### src/rtl/imm_encoder_pkg.sv
// Shared RV32I encoding constants and record types for the instruction
// encoder/decoder datapath.
package imm_encoder_pkg;

  typedef enum logic [2:0] {
    FMT_R = 3'd0,
    FMT_I = 3'd1,
    FMT_S = 3'd2,
    FMT_B = 3'd3,
    FMT_U = 3'd4,
    FMT_J = 3'd5
  } fmt_e;

  localparam logic [6:0] OP_LOAD   = 7'h03;
  localparam logic [6:0] OP_FENCE  = 7'h0F;
  localparam logic [6:0] OP_IMM    = 7'h13;
  localparam logic [6:0] OP_AUIPC  = 7'h17;
  localparam logic [6:0] OP_STORE  = 7'h23;
  localparam logic [6:0] OP_REG    = 7'h33;
  localparam logic [6:0] OP_LUI    = 7'h37;
  localparam logic [6:0] OP_BRANCH = 7'h63;
  localparam logic [6:0] OP_JALR   = 7'h67;
  localparam logic [6:0] OP_JAL    = 7'h6F;
  localparam logic [6:0] OP_SYSTEM = 7'h73;

  typedef struct packed {
    logic [31:0] inst;
    logic        err;
  } enc_res_t;

  // True when imm[31:lsb] is a pure sign extension (all zeros or all ones).
  function automatic logic sext_fits(input logic [31:0] imm, input int unsigned lsb);
    logic [31:0] t;
    t = $signed(imm) >>> lsb;
    return (t == '0) || (t == '1);
  endfunction

endpackage

### src/rtl/imm_encoder_pack.sv
// Combinational RV32I field packer: places fields and immediate bits for the
// selected format and flags out-of-range, misaligned or illegal formats.
module imm_pack
  import imm_encoder_pkg::*;
(
  input  logic [2:0]  fmt,
  input  logic [6:0]  opcode,
  input  logic [4:0]  rd,
  input  logic [4:0]  rs1,
  input  logic [4:0]  rs2,
  input  logic [2:0]  funct3,
  input  logic [6:0]  funct7,
  input  logic [31:0] imm,
  output logic [31:0] inst,
  output logic        err
);

  always_comb begin
    inst = '0;
    err  = 1'b0;
    case (fmt)
      FMT_R: begin
        inst = {funct7, rs2, rs1, funct3, rd, opcode};
      end
      FMT_I: begin
        inst = {imm[11:0], rs1, funct3, rd, opcode};
        err  = !sext_fits(imm, 11);
      end
      FMT_S: begin
        inst = {imm[11:5], rs2, rs1, funct3, imm[4:0], opcode};
        err  = !sext_fits(imm, 11);
      end
      FMT_B: begin
        inst = {imm[12], imm[10:5], rs2, rs1, funct3, imm[4:1], imm[11], opcode};
        err  = !sext_fits(imm, 12) || imm[0];
      end
      FMT_U: begin
        inst = {imm[31:12], rd, opcode};
        err  = |imm[11:0];
      end
      FMT_J: begin
        inst = {imm[20], imm[10:1], imm[11], imm[19:12], rd, opcode};
        err  = !sext_fits(imm, 20) || imm[0];
      end
      default: begin
        inst = '0;
        err  = 1'b1;
      end
    endcase
  end

endmodule

### src/rtl/imm_encoder.sv
// Two-stage valid/ready pipeline encoding RV32I instructions from fields and
// a full-width immediate, with a saturating count of errored outputs.
module imm_encoder
  import imm_encoder_pkg::*;
(
  input  logic        clk,
  input  logic        rst,
  input  logic        in_valid,
  output logic        in_ready,
  input  logic [2:0]  in_fmt,
  input  logic [6:0]  in_opcode,
  input  logic [4:0]  in_rd,
  input  logic [4:0]  in_rs1,
  input  logic [4:0]  in_rs2,
  input  logic [2:0]  in_funct3,
  input  logic [6:0]  in_funct7,
  input  logic [31:0] in_imm,
  output logic        out_valid,
  input  logic        out_ready,
  output logic [31:0] out_inst,
  output logic        out_err,
  output logic [15:0] err_count
);

  logic     s1_valid;
  logic     s2_valid;
  logic     s1_load;
  logic     s2_load;
  enc_res_t s1_res;
  enc_res_t pack_res;

  imm_pack u_pack (
    .fmt    (in_fmt),
    .opcode (in_opcode),
    .rd     (in_rd),
    .rs1    (in_rs1),
    .rs2    (in_rs2),
    .funct3 (in_funct3),
    .funct7 (in_funct7),
    .imm    (in_imm),
    .inst   (pack_res.inst),
    .err    (pack_res.err)
  );

  // Each stage refills when empty or when its contents leave this cycle;
  // in_ready depends only on registered state and out_ready.
  assign s2_load   = !s2_valid || out_ready;
  assign s1_load   = !s1_valid || s2_load;
  assign in_ready  = s1_load;
  assign out_valid = s2_valid;

  always_ff @(posedge clk) begin
    if (rst) begin
      s1_valid  <= 1'b0;
      s1_res    <= '0;
      s2_valid  <= 1'b0;
      out_inst  <= '0;
      out_err   <= 1'b0;
      err_count <= '0;
    end else begin
      if (s1_load) begin
        s1_valid <= in_valid;
        if (in_valid) s1_res <= pack_res;
      end
      if (s2_load) begin
        s2_valid <= s1_valid;
        if (s1_valid) begin
          out_inst <= s1_res.inst;
          out_err  <= s1_res.err;
        end
      end
      if (s2_valid && out_ready && out_err && (err_count != '1))
        err_count <= err_count + 16'd1;
    end
  end

endmodule

### config.mk
export PLATFORM = sky130hd
export DESIGN_NAME = imm_encoder
export DESIGN_NICKNAME = d
export VERILOG_FILES = /design/src/rtl/imm_encoder_pkg.sv /design/src/rtl/imm_encoder_pack.sv /design/src/rtl/imm_encoder.sv
export SDC_FILE = /design/constraint.sdc
export NUM_CORES = 1
export LEC_CHECK = 0
export CELL_PAD_IN_SITES_DETAIL_PLACEMENT = 1
export CELL_PAD_IN_SITES_GLOBAL_PLACEMENT = 1
export CORE_MARGIN = 3
export CORE_UTILIZATION = 40
export DETAILED_ROUTE_END_ITERATION = 7
export DONT_BUFFER_PORTS = 1
export MAX_ROUTING_LAYER = met4
export PLACE_DENSITY = 0.85
export SLEW_MARGIN = 5
export SYNTH_ARGS = -nofsm -noshare
export SYNTH_HDL_FRONTEND = slang
export SYNTH_SLANG_ARGS = --single-unit
### constraint.sdc
create_clock -name clk -period 1.66 [get_ports clk]
set_clock_uncertainty 0.1 [all_clocks]
set_input_delay 0.249 -clock clk [delete_from_list [all_inputs] [get_ports clk]]
set_output_delay 0.249 -clock clk [all_outputs]
set_load 0.02 [all_outputs]
==> results.yml <==
worst_setup_path:
  worstSetupEndpointType: "register"
  arrival_time_at_the_worst_endpoint_ns: 2.03
  setup.worst_path.start_class: "register"
  timing.critical_path.slowest_stage_cell: "sky130_fd_sc_hd__a2111o_1"
  worst-endpoint-required_ns: 1.81
  criticalPathCategory: "reg -> reg"
  crit_path_max_fanout: 7
  critPathBufInv: 1
  path_cells: "ha_4 > inv_4 > nor2_4 > a2111o_1 > or3_1 > a21oi_2"
  critical_path.top_delay_family: "compound AO/OA/AOI/OAI gates"
  critPathMaxStageDelay_ns: 0.50
route:
  num_vias: 3571
  detailedRoute.firstIterationViolations: 183
  vias_per_cell: 5.91
  wl_per_cell_um: 19.7
  detail_route.wirelength_um: 11900
  final_antenna_net_count: 0
  drt_drc_violations_left: 0
  drt_pre_antenna_iters: 4
die:
  design.portCount: 122
  placeable_core_area_um2: 8890
  die_area_um2: 10600
  start_util_pct: 42.1
  floorplan.rows: 34
  die_width_um: 103
  die_height_um: 103
synth:
  synth.ff_latch_count: 84
  ys_async_sr_fraction_pct: 0
  syn_inst: 466
  post_synth_num_cell_types: 42
  synth_enable_flop_cells: 0
  number_of_nets_produced_by_synthesis: 538
  syn_avg_cell_area_um2: 8.04
  ys_dominant_reg_cell: "sky130_fd_sc_hd__dfxtp_1"
  seq_area_frac_synth_pct: 44.9
  netlist_area_um2: 3750
  ys.warnings.count: 0
global_route:
  grt_pass1_wl_um: 18900
  largest_net_degree_at_the_start_of_global_routing: 89
  grt_pass1_vias: 3770
  global_route.peak_usage_layer: "met2"
  use_met3_pct: 7.58
  met1_usage_pct: 27.8
  globalRouteMet2Util_pct: 37.4
  initial_antenna_violation_count: 0
  globalRouteOverflowTotal: 0
  overall_global_routing_resource_usage_pct: 23.3
sta:
  rsz0062_at_grt: "true"
  post-route-worst-setup-slack_ns: -0.221
  tightest_slew_ns: 0.880
  slew_headroom_pct: 41.2
  slew_violations: 0
  hold_viol: 79
  timing.final.crit_share_pct: 113
  timing.fmax_mhz: 532
  setup_tns_ns: -1.23
  finalWorstPathRequiredPeriod_ns: 1.88
  setup_violations: 10
  hold_slack_ns: -0.125
clocking:
  cts_tree: "done"
  clockRootBuffer: "sky130_fd_sc_hd__clkbuf_8"
  cts_made_buffers: 9
  cts.htree.levels: 3
  clock_network_latency_to_the_later_pin_of_the_worst_skew_pair_ns: 0.33
  clockBufferDepth: 2
  cts.clk_slew.worst_paths_ns: 0.09
  cts_hold_repair.buffers: 2
  clkSinkCount: 84
run_status:
  result_of_the_run: "finished, violations left"
  failed_checks: "hold timing, setup timing"
worst_hold_path:
  hold_path_class: "in -> reg"
finish:
  post_route_cells_drive_above_1_share_pct: 20.4
  area_overhead_vs_synth_pct: 19.7
  final_util_pct: 50.5
  antennaDiodeCount: 0
  fin_nets: 563
  finalNonFillerCells: 604
power:
  vdd_drop_max_mv: 0.467
  power.leakage_nw: 1.56
  power.density_nw_per_um2: 882
run:
  max_cap_violations: 0
placement:
  finalWeightedCongestion: 0.857
  detailedPlacementHpwl_um: 8630
  numPortBuffers: 0
  dp_cells: 582
## power by group
part           switching, mW  internal (mW)  total (mW)
Clock                  0.754          0.704        1.46
Combinational          0.186          0.150       0.336
Sequential            0.0744           2.09        2.16
## state kept, by name, indices dropped and copies added, names as in the netlist
register	flops
s1_res	33
out_inst	32
out_valid	1
s1_valid	1
err_count	16
out_err	1
## area by class of cell
cell class	instances	area (um^2)
Tap cell	108	135
Clock buffer	9	124
Multi-Input combinational cell	342	2040
Timing Repair Buffer	48	389
Fill cell	1095	4400
Clock inverter	7	75.1
Sequential cell	84	1700
Inverter	6	25.0
## logic make-up (layout without fill, tap and decap cells)
group	count (synthesis)	after routing	synth area share [%]
mux	12	12	3.37
compound gates	112	112	19.6
flops	84	84	44.9
buf+inv	40	70	4.11
simple gates	207	207	25.3
xor+xnor	10	10	2.34
fa+ha+maj	1	1	0.334
## through the flow
step,power (mW),worst slack (ns),instance area [um^2],hold slack (ns)
2_1_floorplan,2.48,-0.117,3800,0.278
3_3_place_gp,2.52,-0.139,4140,0.220
3_5_place_dp,2.54,-0.233,4140,0.225
4_1_cts,4.00,-0.200,4440,-0.144
5_1_grt,4.16,-0.250,4490,-0.156
6_report,3.96,-0.221,4490,-0.125
## worst register-to-register path, cell delays in order, from the launching register on
cell and delay, ns:
sky130_fd_sc_hd__dfxtp_4 0.36, sky130_fd_sc_hd__ha_4 0.16, sky130_fd_sc_hd__inv_4 0.06, sky130_fd_sc_hd__nor2_4 0.04
sky130_fd_sc_hd__a2111o_1 0.50, sky130_fd_sc_hd__or3_1 0.41, sky130_fd_sc_hd__a21oi_2 0.17
## worst paths after layout
path	cells past startpoint	startpoint	end	slack [ns]
worst max register to register	6	err_count[0]$_SDFFE_PP0P_	err_count[9]$_SDFFE_PP0P_	-0.22
worst max-delay path	6	err_count[0]$_SDFFE_PP0P_	err_count[9]$_SDFFE_PP0P_	-0.22
worst min-delay path	1	rst	err_count[8]$_SDFFE_PP0P_	-0.12
worst min register to register	2	s1_res[20]$_SDFFE_PP0P_	out_inst[19]$_SDFFE_PP0P_	0.36
## cell usage after synthesis (all sizes together) (2+ instances only)
cell type	instances	area, um^2
a221oi	18	158
nor2	53	199
nor2b	4	25.0
nand4	8	62.6
inv	5	18.8
a311oi	2	17.5
o2bb2ai	4	35.0
and2	2	12.5
nand3	9	45.0
mux2	5	56.3
a21oi	43	215
a211oi	4	30.0
clkbuf	29	109
o211ai	4	30.0
nand2	83	312
nand2b	2	12.5
dfxtp	84	1680
nor4	10	62.6
nor3	24	131
or4	5	37.5
or3	2	12.5
xnor2	9	78.8
o21ai	13	65.1
buf	5	22.5
mux2i	7	70.1
a22oi	19	143
## what timing repair did
action / 4_1_cts / 5_1_grt
endpoints found under the hold margin: 81 / 79
gates resized for setup: 13 / 10
setup buffers: 3 / 1
endpoints found under the setup margin: 20 / 20
pin swaps: 2 / 3
cloned: 0 / 0
## layout by cell type (no fill, tap or decap), types with 12 or more instances in the layout
cell,count
sky130_fd_sc_hd__a21oi_1,39
sky130_fd_sc_hd__a221oi_1,17
sky130_fd_sc_hd__a22oi_1,19
sky130_fd_sc_hd__buf_4,42
sky130_fd_sc_hd__dfxtp_1,73
sky130_fd_sc_hd__nand2_1,82
sky130_fd_sc_hd__nor2_1,51
sky130_fd_sc_hd__nor3_1,21
sky130_fd_sc_hd__o21ai_0,12
## routing by layer
layer	routed length, um	share of wire [%]
met1	4910	41
met2	5750	48
met3	1040	8.7
met4	218	1.8
met5	0	0
(Power assumes the default switching activity.)
